===== src/rtl/uart_rx_packer_pkg.sv =====
// Shared definitions for the UART receive-side word packer.
package uart_rx_packer_pkg;

  localparam int BYTES_PER_WORD = 4;

  typedef enum logic {
    A_IDLE    = 1'b0,
    A_COLLECT = 1'b1
  } asm_state_t;

  typedef enum logic {
    W_EMPTY = 1'b0,
    W_HELD  = 1'b1
  } wr_state_t;

  // Bit positions of the sticky flags in the host status register.
  localparam int STAT_OVERRUN_BIT  = 0;
  localparam int STAT_FRAMEERR_BIT = 1;

endpackage


===== src/rtl/uart_rx_packer_timer.sv =====
// Inter-byte idle counter: cleared by every received byte, counts idle cycles,
// saturates at TIMEOUT_CYC and pulses Expire in the cycle it would reach it.
module uart_rx_timer #(
  parameter logic [23:0] TIMEOUT_CYC = 24'd500000
) (
  input  logic Clk,
  input  logic Rst,
  input  logic Clr,
  output logic Expire
);

  logic [23:0] cnt;

  // Expire marks the TIMEOUT_CYC-th consecutive idle cycle; a byte in that
  // cycle suppresses it.
  assign Expire = !Clr && (cnt == TIMEOUT_CYC - 24'd1);

  // Idle counter: clear on activity, count up otherwise, hold at the limit.
  always_ff @(posedge Clk) begin
    if (Rst) begin
      cnt <= '0;
    end else if (Clr) begin
      cnt <= '0;
    end else if (cnt != TIMEOUT_CYC) begin
      cnt <= cnt + 24'd1;
    end
  end

endmodule


===== src/rtl/uart_rx_packer.sv =====
// Packs received bytes MSB-first into 32-bit words and hands them to the
// FIFO through a one-word hold register. Partial words are dropped after an
// inter-byte timeout; dropped data is reported through sticky flags.
//
// state     | meaning
// A_IDLE    | no byte of the current word received yet
// A_COLLECT | 1..3 bytes shifted in, waiting for the rest
// W_EMPTY   | hold register free
// W_HELD    | hold register has a word waiting for FIFO space
module uart_rx_packer
  import uart_rx_packer_pkg::*;
#(
  parameter logic [23:0] TIMEOUT_CYC = 24'd500000
) (
  input  logic        Clk,
  input  logic        Rst,
  input  logic        RxValid,
  input  logic [7:0]  RxData,
  input  logic        FIFOFul,
  output logic        WrReq,
  output logic [31:0] D,
  output logic        Overrun,
  output logic        FrameErr,
  input  logic        ErrClr,
  output logic [15:0] WordCnt
);

  asm_state_t  asm_state;
  wr_state_t   wr_state;
  logic [1:0]  byte_cnt;
  logic [23:0] shift;
  logic [31:0] hold;
  logic [31:0] new_word;
  logic        hold_vld;
  logic        word_done;
  logic        release_hold;
  logic        timeout_drop;
  logic        overrun_evt;
  logic        expire;

  assign hold_vld     = (wr_state == W_HELD);
  assign word_done    = RxValid && (byte_cnt == 2'(BYTES_PER_WORD - 1));
  assign new_word     = {shift, RxData};
  assign release_hold = hold_vld && !FIFOFul;
  assign timeout_drop = expire && (asm_state == A_COLLECT);
  // A finished word is lost only when the hold register stays occupied.
  assign overrun_evt  = word_done && hold_vld && FIFOFul;

  uart_rx_timer #(
    .TIMEOUT_CYC(TIMEOUT_CYC)
  ) u_timer (
    .Clk    (Clk),
    .Rst    (Rst),
    .Clr    (RxValid),
    .Expire (expire)
  );

  // Assembler: shift bytes in, wrap after the fourth, discard on timeout.
  always_ff @(posedge Clk) begin
    if (Rst) begin
      asm_state <= A_IDLE;
      byte_cnt  <= '0;
      shift     <= '0;
    end else if (RxValid) begin
      shift <= new_word[23:0];
      if (word_done) begin
        byte_cnt  <= '0;
        asm_state <= A_IDLE;
      end else begin
        byte_cnt  <= byte_cnt + 2'd1;
        asm_state <= A_COLLECT;
      end
    end else if (timeout_drop) begin
      byte_cnt  <= '0;
      shift     <= '0;
      asm_state <= A_IDLE;
    end
  end

  // Write side: hold one word, write it the cycle after FIFO space is seen.
  always_ff @(posedge Clk) begin
    if (Rst) begin
      wr_state <= W_EMPTY;
      hold     <= '0;
      D        <= '0;
      WrReq    <= 1'b0;
      WordCnt  <= '0;
    end else begin
      WrReq <= 1'b0;
      case (wr_state)
        W_EMPTY: begin
          if (word_done) begin
            hold     <= new_word;
            wr_state <= W_HELD;
          end
        end
        W_HELD: begin
          if (!FIFOFul) begin
            D       <= hold;
            WrReq   <= 1'b1;
            WordCnt <= WordCnt + 16'd1;
            // Release and refill at the same edge keeps the register busy.
            if (word_done) begin
              hold <= new_word;
            end else begin
              wr_state <= W_EMPTY;
            end
          end
        end
        default: wr_state <= W_EMPTY;
      endcase
    end
  end

  // Sticky error flags: a new event in the clear cycle keeps the flag set.
  always_ff @(posedge Clk) begin
    if (Rst) begin
      Overrun  <= 1'b0;
      FrameErr <= 1'b0;
    end else begin
      Overrun  <= overrun_evt  || (Overrun  && !ErrClr);
      FrameErr <= timeout_drop || (FrameErr && !ErrClr);
    end
  end

  logic unused_release;
  assign unused_release = release_hold;

endmodule


===== config.mk =====
export PLATFORM = sky130hd
export DESIGN_NAME = uart_rx_packer
export DESIGN_NICKNAME = d
export VERILOG_FILES = /design/src/rtl/uart_rx_packer_pkg.sv /design/src/rtl/uart_rx_packer_timer.sv /design/src/rtl/uart_rx_packer.sv
export SDC_FILE = /design/constraint.sdc
export NUM_CORES = 1
export LEC_CHECK = 0
export ABC_AREA = 1
export CAP_MARGIN = 0
export CORE_ASPECT_RATIO = 1.4
export CORE_MARGIN = 2
export CORE_UTILIZATION = 52
export CTS_BUF_LIST = sky130_fd_sc_hd__clkbuf_8
export DETAILED_ROUTE_END_ITERATION = 8
export PLACE_DENSITY_LB_ADDON = 0.25
export SLEW_MARGIN = 20
export SYNTH_ARGS = -nofsm -noshare
export SYNTH_HDL_FRONTEND = slang
export SYNTH_SLANG_ARGS = --single-unit

===== constraint.sdc =====
create_clock -name Clk -period 1.55 [get_ports Clk]
set_input_delay 0.31 -clock Clk [delete_from_list [all_inputs] [get_ports Clk]]
set_output_delay 0.31 -clock Clk [all_outputs]
set_load 0.03 [all_outputs]

### Word-level counts from Yosys, hierarchy flattened

Cells that the tools add are included.

| storage, ports and cells | value |
|---|---|
| flip-flop bits (word level) | 135 |
| input port bits | 13 |
| output and inout bits | 51 |
| logic and storage cells | 50 |

| operators by class | value |
|---|---|
| $add $sub $neg | 3 |
| equal/unequal tests | 4 |
| multiplexer cells | 15 |
| bitwise operators | 2 |
| reductions and logical operators | 15 |

Operators with widths:

| operator | count |
|---|---|
| two-way mux 32 bit | 2 |
| case mux 32 bit (2 select lines) | 1 |
| two-way mux 24 bit | 2 |
| adder 24 x 1 -> 24 bit, second input constant | 1 |
| equality test 24 x 19 -> 1 bit, second input constant | 1 |
| inequality test 24 x 19 -> 1 bit, second input constant | 1 |
| adder 16 x 1 -> 16 bit, second input constant | 1 |
| logical AND 1 bit | 7 |
| two-way mux 1 bit | 6 |
| two-way mux 2 bit | 3 |
| OR reduction 2 bit | 2 |
| adder 2 x 1 -> 2 bit, second input constant | 1 |
| equality test 2 bit, second input constant | 1 |
| zero test 1 bit | 2 |
| logical OR 1 bit | 2 |
| inequality test 2 bit, second input constant | 1 |
| NOT 1 bit | 2 |
| case mux 1 bit (2 select lines) | 1 |
| AND reduction 2 bit | 1 |
| nonzero test 2 bit | 1 |

### Longest topological paths before layout

Gate-level depths: netlist (run 1).

| logic depth | value |
|---|---|
| depth after elaboration | 5 |
| depth in mapped cells | 9 |
| depth with buffers taken out | 9 |

### Cells and area by module

From an unflattened synthesis (run 1), not the netlist that was laid out.

| second synthesis, totals | value |
|---|---|
| cells, all modules | 758 |
| area, all modules | 5,526.6 um2 |

Modules (own cells, without submodules):

| module | instances | cells an instance | area each (um2) | seq. area each (um2) |
|---|---|---|---|---|
| uart_rx_packer | 1 | 538 | 4,152.7 | 2,222.1 |
| uart_rx_timer | 1 | 220 | 1,373.8 | 480.5 |

### Worst setup path before layout (run 1)

No wires, ideal clock.

| path | value |
|---|---|
| path type | reg2reg |
| from | register WordCnt[0] |
| to | register WordCnt[14] |
| setup time | 0.116 ns |
| arrival time | 1.452 ns |
| required time | 1.434 ns |
| path slack | -0.017 ns |
| cell stages (with the launch flop) | 9 |
| buffers on the path | 0 |
| clock period less this slack | 1.567 ns |
| path through | dfxtp_1 ha_1 inv_1 nor3_1 nand2_1 nor2_1 nand3_1 nand2_1 nor2_1 |

| between the ends | value |
|---|---|
| word-level cells in the longest chain between the ends | 1 |

RTL lines:

| item | RTL line | text |
|---|---|---|
| start: declaration | uart_rx_packer.sv:25 | `output logic [15:0] WordCnt` |
| start signal: assignment | uart_rx_packer.sv:101 | `WordCnt <= WordCnt + 16'd1;` |
| adder 16 x 1 -> 16 bit | uart_rx_packer.sv:101 |  |

Every way passes these cells.
A chain may end at the register's enable or synchronous reset.

### Worst setup path in the final report (run 1)

| path | value |
|---|---|
| from | register WordCnt[3] |
| to | output port WordCnt[3] |

No word-level cell between the ends.

==> run metrics, run 1 <==
insertion delay to the later sink of the worst-skew pair=~0.45 ns; initial antenna violation count=0; post-synthesis instance area=5490 sq um; first-pass GRT wire length=21900 um; routed wire length=13390 um; FP Rows=44; boundary pin count=64; # setup viols final=0; Clk pin slew, worst setup/hold paths=approximately 0.080 ns; Mean Syn Cell Area=around 7.4 sq um; largest net degree at the start of global routing=52; fin area=7033 sq um; crit share post-route=0.9785; synth unique cells=32; Max VDD drop=~730 uV; setup TNS=0 ns; Max Freq=approximately 660 MHz; Setup CP Type=register to output pin; DRT Pass-1 Iters=5; final setup margin=around 0.033 ns; Worst Path Required=1.24 ns; clock buffer count from CTS=17; ANT cells=0; maximum capacitance violations=0; area delta synth->final=28.10%; slowest library cell on the worst path=dlygate4sd2_1; vias in the first global route=~4900; Critical Path End Type=output pin; synth warn=0; most common cell after layout, fill and taps aside=nor2_1; Tot GR Track Use=0.2375; Yosys top cell by area=dfxtp_1; Mapped Nets=approximately 760; area of the die=around 11000 sq um; CP top delay family=buffers and inverters; CTS H-tree lvls=4; count of input and output buffers=63; Initial DRC Count=298; Power Density=1079 nW/um^2; clock sink count=135; Post-Place Worst Slack=-0.3366 ns; DRT antenna net count=0; Final nets=roughly 850; Core Area=10350 sq um; cells after synthesis=742; Placed Cells=940; Slew Limit Fails=0; Worst Path Arrival=between 1 and 1.5 ns; share of layout cells above drive strength 1=0.1437; CTS Root Buffer Type=clkbuf_8; buffer and inverter count on the worst path=1; commonest cells after routing, fill and taps aside=nor2_1 (193), dfxtp_1 (134), nand2_1 (108); Slew headroom=0.7659; Post-Route Utilization=0.6795; GRT overflow=0; clock tree buffer depth=2; crit path time final=roughly 1.5 ns; Slew @ Worst Pin=between 0.3 and 0.4 ns; CTS tree=done; Initial Utilization=0.5305; Worst Hold Class=register to register; die width=90.84 um; vias post-DR=5181; post-synthesis sequential area ratio=0.4923; Hold Vio Cnt, Final=0; CP peak stage delay=0.41 ns; sum of net half-perimeters after detailed placement=between 9000 and 10000 um; drt wl/cell=between 10 and 15 um; Yosys reg bits=between 100 and 150; DRC=0; total power=7.586 mW; Placer Congestion=between 0.8 and 0.9; Pleak=2.941 nW; Fin Hold WS=~0.45 ns; status=finished clean; vias per cell=approximately 5.3; largest cells by area after synthesis=dfxtp_1 (49%), nor2_1 (13%), nand2_1 (7.5%); final cell count without fillers=980; Area after DPL=approximately 6400 sq um; RSZ-0062 raised after global routing=true; Setup Skew=~0.011 ns; CP cell instances=dlygate4sd2_1; Die Span Y=around 130 um; Yosys top cell area share=0.4923; CP max FO=3; type of origin of the critical path=register
state kept, by name (all words and copies together) (netlist names):
signal       cells
WordCnt         16
D               32
FrameErr         1
hold_vld         1
asm_state        1
hold            32
WrReq            1
u_timer.cnt     24
shift           24
byte_cnt         2
Overrun          1
layout make-up:
cell class	instances	area, sq um
Fill cell	904	3317
Sequential cell	135	2704
Multi-Input combinational cell	524	2536
Timing Repair Buffer	98	900.9
Clock inverter	14	270.3
Clock buffer	18	247.7
Inverter	53	201.4
Tap cell	138	172.7
metal layers:
| layer | vias to the layer above | routed length (um) | track usage |
|---|---|---|---|
| met5 | - | 0 | 0 |
| met4 | 0 | 482 | 0.1426 |
| met3 | 44 | 516 | 0.04639 |
| met2 | 147 | 7009 | 0.4232 |
| met1 | 2427 | 5378 | 0.2587 |
| li1 | 2563 | - | - |
synth_stat cells:
| cell | number |
|---|---|
| dfxtp_1 | 135 |
| nand2_2 | 2 |
| buf_2 | 11 |
| clkbuf_2 | 1 |
| nor3b_1 | 1 |
| or3_1 | 1 |
| a21oi_4 | 1 |
| nor2_4 | 1 |
| nor3_2 | 2 |
| nand3b_4 | 1 |
| buf_4 | 2 |
| xor2_1 | 2 |
| nor2_2 | 3 |
| a21oi_1 | 51 |
| o21ai_0 | 81 |
| o21ai_1 | 1 |
| nand2_4 | 1 |
| nor2_8 | 2 |
| and3_1 | 1 |
| buf_6 | 2 |
| buf_1 | 1 |
| inv_1 | 48 |
| nand2_1 | 109 |
| nor2_1 | 197 |
| nand4_1 | 2 |
| inv_2 | 5 |
| clkbuf_1 | 15 |
| nor3_4 | 1 |
| nand3_1 | 31 |
| nor3_1 | 15 |
| ha_1 | 4 |
| nand3_2 | 12 |
worst paths after layout:
| path | start | end | slack, ns | cells past startpoint |
|---|---|---|---|---|
| hold / removal | u_timer.cnt[18] | u_timer.cnt[18] | 0.45 | 2 |
| setup reg to reg | u_timer.cnt[0] | u_timer.cnt[0] | 0.07 | 9 |
| hold reg to reg | u_timer.cnt[18] | u_timer.cnt[18] | 0.45 | 2 |
| setup / recovery | WordCnt[3] | WordCnt[3] | 0.03 | 1 |
worst reg2reg max path: stages, from the launching register on:
cell and delay (ns):
dfxtp_1 0.32, buf_4 0.16, inv_2 0.08, ha_1 0.16, nand3_2 0.10, nor3_4 0.21
buf_4 0.14, nand3_1 0.07, nand2_1 0.09, nor2_1 0.05
cells by family after synthesis:
logic type | synth area share
simple gates | 0.3063
flops | 0.4923
compound gates | 0.1242
buf+inv | 0.06495
fa+ha+maj | 0.009116
xor+xnor | 0.003191
power by group:
| part | switching (mW) | internal (mW) | total (mW) |
|---|---|---|---|
| Sequential | 0.0348 | 3.52 | 3.55 |
| Clock | 1.42 | 2.30 | 3.72 |
| Combinational | 0.191 | 0.122 | 0.313 |
repair_timing:
action / CTS / global route
hold buffers: 0 / 0
pin swaps: 0 / 5
cloned: 1 / 1
endpoints found under the setup margin: 52 / 83
endpoints found under the hold margin: 0 / 0
resized for setup: 69 / 35
setup buffers: 0 / 6
Power figures use the tool's default switching activity.
==> run 2, diff against run 1 <==
Settings changed: SYNTH_HIERARCHICAL from default to 1.
==> run 2 against run 1 <==
Against the previous run: the flow now finishes with violations (setup timing); synthesized cell count grew 2.2%; hold slack gained 0.0096 ns; cell count grew 3.5%; non-clock buffer count grew 18; sequential share of layout area grew 0.25 points; power shrank 13%; critical path depth grew 10; sequential power is essentially flat; clock-buffer cell count shrank 1; global-route usage shrank 1.1 points; utilization shrank 0.28 points; wire length shrank 2.9%; largest power group is now registers.
==> run metrics, run 2 <==
Pleak=2.847 nW (-3.2%); Slew headroom=0.7728 (+0.006915); Setup Skew=0.01017 ns (-0.0009267 ns); Initial Utilization=0.5340 (+0.003506); Synth async-reset ratio=0 (unchanged); area of the die=11480 sq um (+0.64%); Setup CP Type=register to register; Mapped Nets=775 (+2.1%); Worst Path Required=1.86 ns (+0.62 ns); CTS tree=done; synth warn=6 (+6); crit path time final=1.564 ns (+0.04701 ns); Regs by FF count=D x32, hold x32; Slew @ Worst Pin=0.3421 ns (-0.009041 ns); worst reg2reg setup slack=-0.01 ns (-0.08 ns); Final nets=880 (+4.0%); DRT antenna net count=0 (unchanged); crit share post-route=1.009 (+0.03033); initial antenna violation count=0 (unchanged); worst reg2reg path startpoint=u_timer/cnt[18]; clock tree buffer depth=2 (unchanged); DRC=0 (unchanged); # setup viols final=3 (+3); sum of net half-perimeters after detailed placement=9560 um (+4.5%); FP Rows=44 (unchanged); count of input and output buffers=63 (unchanged); share of layout cells above drive strength 1=0.1769 (+0.03324); slowest library cell on the worst path=dfxtp_1; maximum capacitance violations=0 (unchanged); Worst Hold Class=register to register; total power=6.611 mW (-13%); setup TNS=-0.02093 ns (-0.02093 ns); RSZ-0062 raised after global routing=true; Tot GR Track Use=0.2266 (-0.01092); DRT Pass-1 Iters=5 (unchanged); Mean Syn Cell Area=7.291 sq um (-1.5%); CTS Root Buffer Type=clkbuf_8; Initial DRC Count=247 (-17%); clock sink count=135 (unchanged); largest cells by area after synthesis=dfxtp_1 (49%), nor2_1 (14%), nand2_1 (8.8%); Max VDD drop=591.5 uV (-19%); area delta synth->final=26.74%; Yosys top cell by area=dfxtp_1; insertion delay to the later sink of the worst-skew pair=0.43 ns (-0.02 ns); cells after synthesis=758 (+2.2%); post-synthesis sequential area ratio=0.4890 (-0.003232); GRT overflow=0 (unchanged); Hold Vio Cnt, Final=0 (unchanged); status=complete, but fails checks; vias post-DR=5137 (-0.85%); drt wl/cell=12.82 um (-6.2%); Critical Path End Type=register; Main synth FF type=dfxtp_1; CP cell instances=nand2_1, inv_1, nand3_1, nor2_2, nand2_1, nor2_2, nand2_2, nand2_8, clkinv_8, nand2_2, a21oi_1; number of synthesized flops with an enable pin=0 (unchanged); largest net degree at the start of global routing=51 (-1.9%); vias in the first global route=4937 (+1.1%); ANT cells=0 (unchanged); routed wire length=13000 um (-2.9%); synth unique cells=30 (-6.3%); Yosys reg bits=135 (unchanged); Post-Route Utilization=0.6767 (-0.002780); number of fill cells=926 (+2.4%); Power Density=943.8 nW/um^2 (-12%); post-synthesis instance area=5527 sq um (+0.66%); clock buffer count from CTS=17 (unchanged); CP max FO=7 (+4); Reg-to-Reg End=shift[18]; Slew Limit Fails=0 (unchanged); die width=91.13 um (+0.32%); reg2reg path depth=11 (+2); vias per cell=5.066 (-4.2%); commonest cells after routing, fill and taps aside=nor2_1 (202), dfxtp_1 (131), nand2_1 (120); boundary pin count=64 (unchanged); count leader, synth=nor2_1; Die Span Y=126.0 um (+0.32%); Hold Path Sink=shift[22]; worst hold path startpoint=shift[22]; Yosys top cell area share=0.4890 (-0.003232); Hold Path Depth=2 (unchanged); most common cell after layout, fill and taps aside=nor2_1; failing checks=setup timing; Worst Path Arrival=1.88 ns (+0.67 ns); first-pass GRT wire length=21390 um (-2.3%); synth cell count leaders=nor2_1 (207), dfxtp_1 (135), nand2_1 (130); CTS H-tree lvls=4 (unchanged); CP peak stage delay=0.33 ns (-0.08 ns); Max Freq=639.5 MHz (-3.0%); final setup margin=-0.01368 ns (-0.04701 ns); Core Area=10350 sq um (unchanged); type of origin of the critical path=register; Clk pin slew, worst setup/hold paths=0.07 ns (about the same); Placer Congestion=0.9130 (+4.2%)
## run 2: cell families after synthesis
group                      after synthesis  synth area share
and+or+nand+nor                        401            0.3061
DFF                                    135            0.4890
AOI/OAI and AO/OA                      131            0.1193
buffers and inverters                   80           0.06543
xor gates and xnor gates                 7           0.01109
adders and majority gates                4          0.009056
## run 2: report_power, final
part | switching, mW | total (mW) | internal, mW
registers | 0.0367 | 3.55 | 3.52
logic | 0.201 | 0.334 | 0.133
clock network | 1.32 | 2.72 | 1.41
## run 2: final cells by class
type	count	area (sq um)	share of cell area
Sequential cell	135	2710	0.3869
Multi-Input combinational cell	543	2541	0.3628
Timing Repair Buffer	116	993.5	0.1418
Clock buffer	17	234.0	0.03340
Inverter	48	195.2	0.02787
Tap cell	138	172.7	0.02465
Clock inverter	15	140.1	0.02001
Timing Repair inverter	2	17.52	0.002501
## run 2: worst max path at each step
stage / from / end / slack (ns) / depth (start not counted)
floorplan: u_timer/cnt[1] / shift[10] / 0.03 / 11
global placement: RxValid / shift[12] / -0.23 / 9
detailed placement: RxValid / hold[1] / -0.26 / 8
CTS: Overrun / Overrun / 0.005 / 1
global route: u_timer/cnt[15] / shift[18] / -0.06 / 11
finish: u_timer/cnt[18] / shift[18] / -0.01 / 11
## run 2: metrics by stage
| stage | instance area, sq um | hold WS [ns] | std cells | setup slack, ns |
|---|---|---|---|---|
| 2_1_floorplan | 5542 | 0.4283 | 758 | 0.03241 |
| 3_5_place_dp | 6571 | 0.4485 | 978 | -0.2607 |
| 5_1_grt | 7004 | 0.4774 | 1014 | -0.06294 |
| 4_1_cts | 6908 | 0.4449 | 1010 | 0.005274 |
| 3_3_place_gp | 6571 | 0.4435 | 978 | -0.2264 |
| 6_report | 7004 | 0.4634 | 1014 | -0.01368 |
## run 2: repair_timing
action / 4_1_cts / 5_1_grt
hold buffers: 0 / 0
setup buffers: 0 / 2
gates cloned: 0 / 2
pin swaps: 0 / 9
gates resized for setup: 69 / 36
setup endpoints to repair: 77 / 49
## run 2: critical path: cells and delay by family, from the launching register on
kind | cells | cell delay, ns
compound gates | 1 | 0.06
flops | 1 | 0.33
simple gates | 8 | 0.88
buf+inv | 2 | 0.17
## run 2: routing by layer
| layer | share of wire | wire length (um) | GRT usage | vias up |
|---|---|---|---|---|
| met5 | 0 | 0 | 0 | - |
| met4 | 0.031 | 403 | 0.1034 | 0 |
| met3 | 0.031 | 407 | 0.04605 | 34 |
| met2 | 0.54 | 6963 | 0.4248 | 106 |
| met1 | 0.40 | 5226 | 0.2406 | 2372 |
| li1 | - | - | - | 2625 |
